File: src/rtl/alu_issue_unit.sv
// alu_issue_unit: buffers ALU instructions in a small FIFO, issues them one at a
// time on registered ALU inputs, captures the result a cycle later, and holds it
// for a downstream valid/ready handshake. An accumulator keeps the last result
// so an instruction can chain it in as operand b.
//
// state | meaning
// ------+-------------------------------------------------------------
// IDLE  | nothing in flight; pops the FIFO head as soon as one exists
// EXEC  | ALU inputs stable; result captured at the closing edge
// DONE  | result held on out_*; on handshake pop the next or go IDLE
module alu_issue_unit #(
  parameter int DEPTH = 4
) (
  input  logic       clk,
  input  logic       rst,
  input  logic       in_valid,
  output logic       in_ready,
  input  logic [3:0] in_a,
  input  logic [4:0] in_b,
  input  logic [2:0] in_cmd,
  input  logic       in_chain,
  output logic [3:0] alu_a,
  output logic [4:0] alu_b,
  output logic [2:0] alu_cmd,
  input  logic [4:0] alu_sum,
  output logic       out_valid,
  input  logic       out_ready,
  output logic [4:0] out_res,
  output logic [2:0] out_cmd,
  output logic       busy,
  output logic [7:0] res_count
);

  localparam int PTR_W = (DEPTH > 1) ? $clog2(DEPTH) : 1;
  localparam int CNT_W = PTR_W + 1;
  localparam logic [CNT_W-1:0] DEPTH_CNT = CNT_W'(DEPTH);

  typedef enum logic [1:0] {
    ST_IDLE = 2'd0,
    ST_EXEC = 2'd1,
    ST_DONE = 2'd2
  } state_e;

  typedef struct packed {
    logic [3:0] a;
    logic [4:0] b;
    logic [2:0] cmd;
    logic       chain;
  } entry_t;

  entry_t           fifo_mem_q [DEPTH];
  entry_t           fifo_mem_d [DEPTH];
  logic [PTR_W-1:0] wr_ptr_q, wr_ptr_d;
  logic [PTR_W-1:0] rd_ptr_q, rd_ptr_d;
  logic [CNT_W-1:0] count_q, count_d;

  state_e     state_q, state_d;
  logic [3:0] alu_a_q, alu_a_d;
  logic [4:0] alu_b_q, alu_b_d;
  logic [2:0] alu_cmd_q, alu_cmd_d;
  logic       out_valid_q, out_valid_d;
  logic [4:0] out_res_q, out_res_d;
  logic [2:0] out_cmd_q, out_cmd_d;
  logic [4:0] acc_q, acc_d;
  logic [7:0] res_count_q, res_count_d;

  logic   full;
  logic   empty;
  logic   push;
  logic   pop;
  entry_t head;

  assign full  = (count_q == DEPTH_CNT);
  assign empty = (count_q == '0);
  // A push is judged against the current fill level only, so a full FIFO
  // refuses even when the FSM pops in the same cycle.
  assign push  = in_valid && !full;
  assign head  = fifo_mem_q[rd_ptr_q];

  // Sequencer next-state: decides when to pop and what the ALU/result regs load.
  always_comb begin
    pop         = 1'b0;
    state_d     = state_q;
    alu_a_d     = alu_a_q;
    alu_b_d     = alu_b_q;
    alu_cmd_d   = alu_cmd_q;
    out_valid_d = out_valid_q;
    out_res_d   = out_res_q;
    out_cmd_d   = out_cmd_q;
    acc_d       = acc_q;
    res_count_d = res_count_q;

    case (state_q)
      ST_IDLE: begin
        if (!empty) begin
          pop     = 1'b1;
          state_d = ST_EXEC;
        end
      end
      ST_EXEC: begin
        out_res_d   = alu_sum;
        acc_d       = alu_sum;
        out_cmd_d   = alu_cmd_q;
        out_valid_d = 1'b1;
        state_d     = ST_DONE;
      end
      ST_DONE: begin
        if (out_ready) begin
          out_valid_d = 1'b0;
          res_count_d = res_count_q + 8'd1;
          if (!empty) begin
            pop     = 1'b1;
            state_d = ST_EXEC;
          end else begin
            state_d = ST_IDLE;
          end
        end
      end
      default: state_d = ST_IDLE;
    endcase

    // Chaining reads acc_q, i.e. the result captured before this pop edge.
    if (pop) begin
      alu_a_d   = head.a;
      alu_b_d   = head.chain ? acc_q : head.b;
      alu_cmd_d = head.cmd;
    end
  end

  // FIFO next-state: storage write, pointer advance and fill count.
  always_comb begin
    fifo_mem_d = fifo_mem_q;
    wr_ptr_d   = wr_ptr_q;
    rd_ptr_d   = rd_ptr_q;
    count_d    = count_q;

    if (push) begin
      fifo_mem_d[wr_ptr_q] = {in_a, in_b, in_cmd, in_chain};
      wr_ptr_d             = wr_ptr_q + PTR_W'(1);
    end
    if (pop) begin
      rd_ptr_d = rd_ptr_q + PTR_W'(1);
    end

    case ({push, pop})
      2'b10:   count_d = count_q + CNT_W'(1);
      2'b01:   count_d = count_q - CNT_W'(1);
      default: count_d = count_q;
    endcase
  end

  // FIFO storage; contents are don't-care while the count says empty.
  always_ff @(posedge clk) begin
    fifo_mem_q <= fifo_mem_d;
  end

  // Control and datapath registers with synchronous reset.
  always_ff @(posedge clk) begin
    if (rst) begin
      state_q     <= ST_IDLE;
      wr_ptr_q    <= '0;
      rd_ptr_q    <= '0;
      count_q     <= '0;
      alu_a_q     <= '0;
      alu_b_q     <= '0;
      alu_cmd_q   <= '0;
      out_valid_q <= 1'b0;
      out_res_q   <= '0;
      out_cmd_q   <= '0;
      acc_q       <= '0;
      res_count_q <= '0;
    end else begin
      state_q     <= state_d;
      wr_ptr_q    <= wr_ptr_d;
      rd_ptr_q    <= rd_ptr_d;
      count_q     <= count_d;
      alu_a_q     <= alu_a_d;
      alu_b_q     <= alu_b_d;
      alu_cmd_q   <= alu_cmd_d;
      out_valid_q <= out_valid_d;
      out_res_q   <= out_res_d;
      out_cmd_q   <= out_cmd_d;
      acc_q       <= acc_d;
      res_count_q <= res_count_d;
    end
  end

  assign in_ready  = !full;
  assign busy      = (state_q != ST_IDLE) || !empty;
  assign alu_a     = alu_a_q;
  assign alu_b     = alu_b_q;
  assign alu_cmd   = alu_cmd_q;
  assign out_valid = out_valid_q;
  assign out_res   = out_res_q;
  assign out_cmd   = out_cmd_q;
  assign res_count = res_count_q;

endmodule
File: config.mk
export PLATFORM = sky130hd
export DESIGN_NAME = alu_issue_unit
export DESIGN_NICKNAME = d
export VERILOG_FILES = /design/src/rtl/alu_issue_unit.sv
export SDC_FILE = /design/constraint.sdc
export NUM_CORES = 1
export LEC_CHECK = 0
export CORE_MARGIN = 3
export CORE_UTILIZATION = 46
export DETAILED_ROUTE_END_ITERATION = 6
export DONT_BUFFER_PORTS = 1
export GPL_TIMING_DRIVEN = 0
export SLEW_MARGIN = 20
export SYNTH_ARGS = -nofsm -noshare
export SYNTH_HDL_FRONTEND = slang
export SYNTH_SLANG_ARGS = --single-unit
File: constraint.sdc
create_clock -name clk -period 2.6 [get_ports clk]
set_clock_uncertainty 0.05 [all_clocks]
set_input_delay 0.39 -clock clk [delete_from_list [all_inputs] [get_ports clk]]
set_output_delay 0.39 -clock clk [all_outputs]
set_load 0.01 [all_outputs]
==> results.py, run 1 <==
metrics = {
    "global_routing": {
        "grt_use_met1_pct": 20.5,
        "antenna_found_initial": 0,
        "track_usage_pct": 15.5,
        "grt_pass1_wl_mm": 10.1,
        "grt_max_degree": 14,
        "grtUsageMet3_pct": 5.85,
        "grt.overflow.total": 0,
        "grt_busiest_layer": "met2",
        "grt_pass1_vias": 1945,
        "grt_use_met2_pct": 23.1,
    },
    "power_and_ir_drop": {
        "p_comb_share_pct": 29.4,
        "vdd_drop_max_mv": 0.410,
        "p_int_w": 0.00283,
        "clkPwrFrac_pct": 23.0,
        "p_switching_w": 0.00127,
        "power.share.switching_pct": 31.1,
        "p_leak_nw": 1.33,
        "seqPwrFrac_pct": 47.6,
        "total_power_w": 0.00410,
        "powerDensity_mw_per_mm2": 1050,
    },
    "worst_setup_path": {
        "worst_path_max_delay_cell": "fa_1",
        "critPathMostFrequentCell": "or3_1",
        "worstPathCellList": "nor2b_1 -> or3_1 -> buf_6 -> clkinv_8 -> buf_12 -> ha_4 -> inv_1 -> fa_1 -> xor2_1 -> or3_1 -> a21oi_1",
        "startpoint_type": "register",
        "r2r-start": "state_q[1]$_SDFFE_PP0P_",
        "worstPathRequired_ns": 2.82,
        "worstSetupPathType": "reg2reg",
        "crit_fanout": 10,
        "r2r-end": "count_q[2]$_SDFFE_PP0P_",
        "end_kind": "register",
        "arrival_ns": 2.63,
        "worst_path_largest_cell_delay_ns": 0.37,
        "r2r_cells": 11,
        "regToRegSetupSlack_ns": 0.19,
    },
    "logic_synthesis": {
        "synth_top_family_by_area": "simple AND/OR/NAND/NOR gates",
        "syn_inst": 256,
        "ys_seq_area_share_pct": 65.3,
        "synth.area.mux_share_pct": 10.1,
        "ys_types": 36,
        "syn-cell-area_sq_mm": 0.00356,
        "ys.flop_type": "edfxtp_1",
        "synth_compound_area_share_pct": 4.85,
        "synth_nets": 285,
        "avgSynthCellArea_sq_um": 13.9,
        "synth-seq-cells": 90,
        "synth-xor-area-share_pct": 2.71,
        "ys_warn_count": 0,
        "yosys.area_share.simple_pct": 10.6,
        "async_reset_ff_share_pct": 0,
        "synthAdderAreaFrac_pct": 2.67,
        "synth_edf_count": 52,
    },
    "final_layout": {
        "nets": 298,
        "antennaDiodeCount": 0,
        "drive_gt1_share_pct": 16.8,
        "nFillCells": 625,
        "area_growth_pct": 10.2,
    },
    "die": {
        "start_util_pct": 48.3,
        "die_w_um": 93.9,
        "row_count": 31,
        "coreArea_sq_mm": 0.00737,
        "dieArea_sq_mm": 0.00882,
        "die_y_um": 93.9,
        "io_pins": 53,
    },
    "hold_path": {
        "min_from": "in_a[2]",
        "hold_end": "fifo_mem_q[24]$_DFFE_PP_",
        "min_path_type": "in2reg",
        "hold_depth": 0,
    },
    "timing": {
        "hold_viol_final": 0,
        "finalCritPeriodShare_pct": 92.6,
        "tightestPinTransition_ns": 0.739,
        "setup_viol": 0,
        "maxSlewHeadroom_pct": 50.7,
        "maxSlewViolCount": 0,
        "rsz0062_at_grt": "false",
        "tns_ns": 0,
        "clock.fmax_mhz": 415,
        "period_needed_ns": 2.41,
    },
    "routing": {
        "ant_nets": 0,
        "wire_per_inst_um": 17.1,
        "dr_total_vias": 1923,
        "vias_per_cell": 5.16,
        "drtIter0Drc": 89,
        "dr.pass1.iters": 4,
        "drt_wl_total_mm": 6.39,
        "drc": 0,
    },
    "clock_network": {
        "cts_tree": "built",
        "cts_htree_levels": 3,
        "clock_path_buffers": 2,
        "cts_made_buffers": 9,
        "root_buffer": "clkbuf_8",
        "clk_latency_ns": 0.34,
        "cts.sink_count": 90,
        "cts-hold-fix-buffers": 0,
        "clk_pin_slew_ns": 0.09,
    },
    "job": {
        "drv_cap": 0,
    },
    "run_status": {
        "status": "completed",
    },
    "place": {
        "dpl.hpwl_mm": 4.33,
        "gp_congestion": 0.765,
        "portBuffers": 0,
    },
}
-- cell usage after synthesis (all sizes together), types with 2 or more instances --
master  number  share of area (%)
or3          3               0.53
nor3         3               0.56
or3b         2               0.49
and3         5               0.88
nand4        3               0.53
mux4        13                8.7
nor2        20                2.1
edfxtp      52                 44
mux2i        5                1.4
xnor2        6                1.5
ha           6                2.1
clkbuf       5               0.53
dfxtp       38                 21
nor2b        2               0.35
a211oi       5                1.1
xor2         5                1.2
nand2       37                3.9
a21oi       22                3.5
buf          8                2.2
o21ai        2               0.28
inv          6               0.63
-- metrics by stage --
step	util, %	instances	setup slack, ns	instance area [sq um]	hold slack [ns]
floorplan	-	256	0.247	3560	0.419
global placement	49.9	355	0.0926	3680	0.439
detailed placement	49.9	355	0.0934	3680	0.439
CTS	52.7	371	0.0591	3880	0.0792
global route	53.2	373	0.0590	3920	0.0712
finish	53.2	373	0.192	3920	0.0981
-- power groups by stage --
stage               logic (W)  registers (W)  clock network [W]
detailed placement    0.00115        0.00198                  0
floorplan            0.000931        0.00193                  0
CTS                   0.00116        0.00195           0.000967
global route          0.00134        0.00198            0.00104
global placement      0.00114        0.00197                  0
finish                0.00121        0.00195           0.000943
-- routing by layer --
metal	vias up	part of all wire, %
met5	-	0
met3	6	7.6
met2	54	45
li1	949	-
met4	0	1.1
met1	914	46
-- critical path, delay by kind of cell, from the launching register on --
kind                     cells  cell delay (ns)
buffers and inverters        4             0.38
AND/OR/NAND/NOR              3             0.76
adder cells (fa/ha/maj)      2             0.50
XOR/XNOR                     1             0.15
flip-flops                   1             0.36
AO/OA/AOI/OAI                1             0.14
-- placed cells by master (no fill, tap or decap), drive strengths merged --
master	count
buf	10
ha	6
nor4b	1
and2	1
nand2	37
fa	1
clkinv	2
and3	5
nand2b	1
mux4	13
o21ai	2
or3b	2
inv	6
nand3b	1
nand3	1
a211oi	5
xor2	5
and3b	1
nor2b	2
edfxtp	52
clkbuf	19
mux2i	5
a21oi	22
or3	3
nor3	3
xnor2	6
nor2	20
bufinv	1
dfxtp	38
nand4	3
-- registers in the layout, summed over array words and instances (netlist names) --
register,cells
acc_q,5
out_cmd,3
alu_b,5
out_valid,1
alu_cmd,3
count_q,3
state_q,2
rd_ptr_q,2
alu_a,4
res_count,8
wr_ptr_q,2
fifo_mem_q,52
-- cells by family after synthesis --
group | Yosys count
adder cells (fa/ha/maj) | 7
buffers and inverters | 20
XOR/XNOR | 11
AND/OR/NAND/NOR | 81
flip-flops | 90
multiplexers | 18
AO/OA/AOI/OAI | 29
-- worst max path at each step --
stage	startpoint	end	slack, ns	cells past startpoint
after floorplan	count_q[0]$_SDFFE_PP0P_	count_q[2]$_SDFFE_PP0P_	0.25	11
after global placement	count_q[0]$_SDFFE_PP0P_	count_q[2]$_SDFFE_PP0P_	0.09	11
after detailed placement	count_q[0]$_SDFFE_PP0P_	count_q[2]$_SDFFE_PP0P_	0.09	11
after CTS	count_q[0]$_SDFFE_PP0P_	count_q[2]$_SDFFE_PP0P_	0.06	11
after global routing	state_q[1]$_SDFFE_PP0P_	count_q[2]$_SDFFE_PP0P_	0.06	11
final	state_q[1]$_SDFFE_PP0P_	count_q[2]$_SDFFE_PP0P_	0.19	11
-- what timing repair did --
| item | CTS | global route |
|---|---|---|
| setup endpoints to repair | 0 | 1 |
| resized for setup | 0 | 8 |
| setup buffers | 0 | 2 |
| endpoints found under the hold margin | 0 | 0 |
-- cell type report --
type / instances / area, sq um / share of cell area, %
Clock inverter: 2 / 35.0 / 0.894
Inverter: 7 / 38.8 / 0.990
Multi-Input combinational cell: 146 / 1110 / 28.4
Tap cell: 99 / 124 / 3.16
Sequential cell: 90 / 2330 / 59.5
Timing Repair Buffer: 2 / 15.0 / 0.383
Clock buffer: 14 / 165 / 4.21
Buffer: 13 / 96.3 / 2.46
(Power assumes the default switching activity.)
==> run 2, diff against run 1 <==
--- a/config.mk
+++ b/config.mk
@@ -7,6 +7,7 @@
 export LEC_CHECK = 0
 export CORE_MARGIN = 3
 export CORE_UTILIZATION = 46
+export CTS_CLUSTER_SIZE = 20
 export DETAILED_ROUTE_END_ITERATION = 6
 export DONT_BUFFER_PORTS = 1
 export GPL_TIMING_DRIVEN = 0
==> results of run 2 <==
Same layout as run 1: the final DEF is identical, and so are final timing and power.
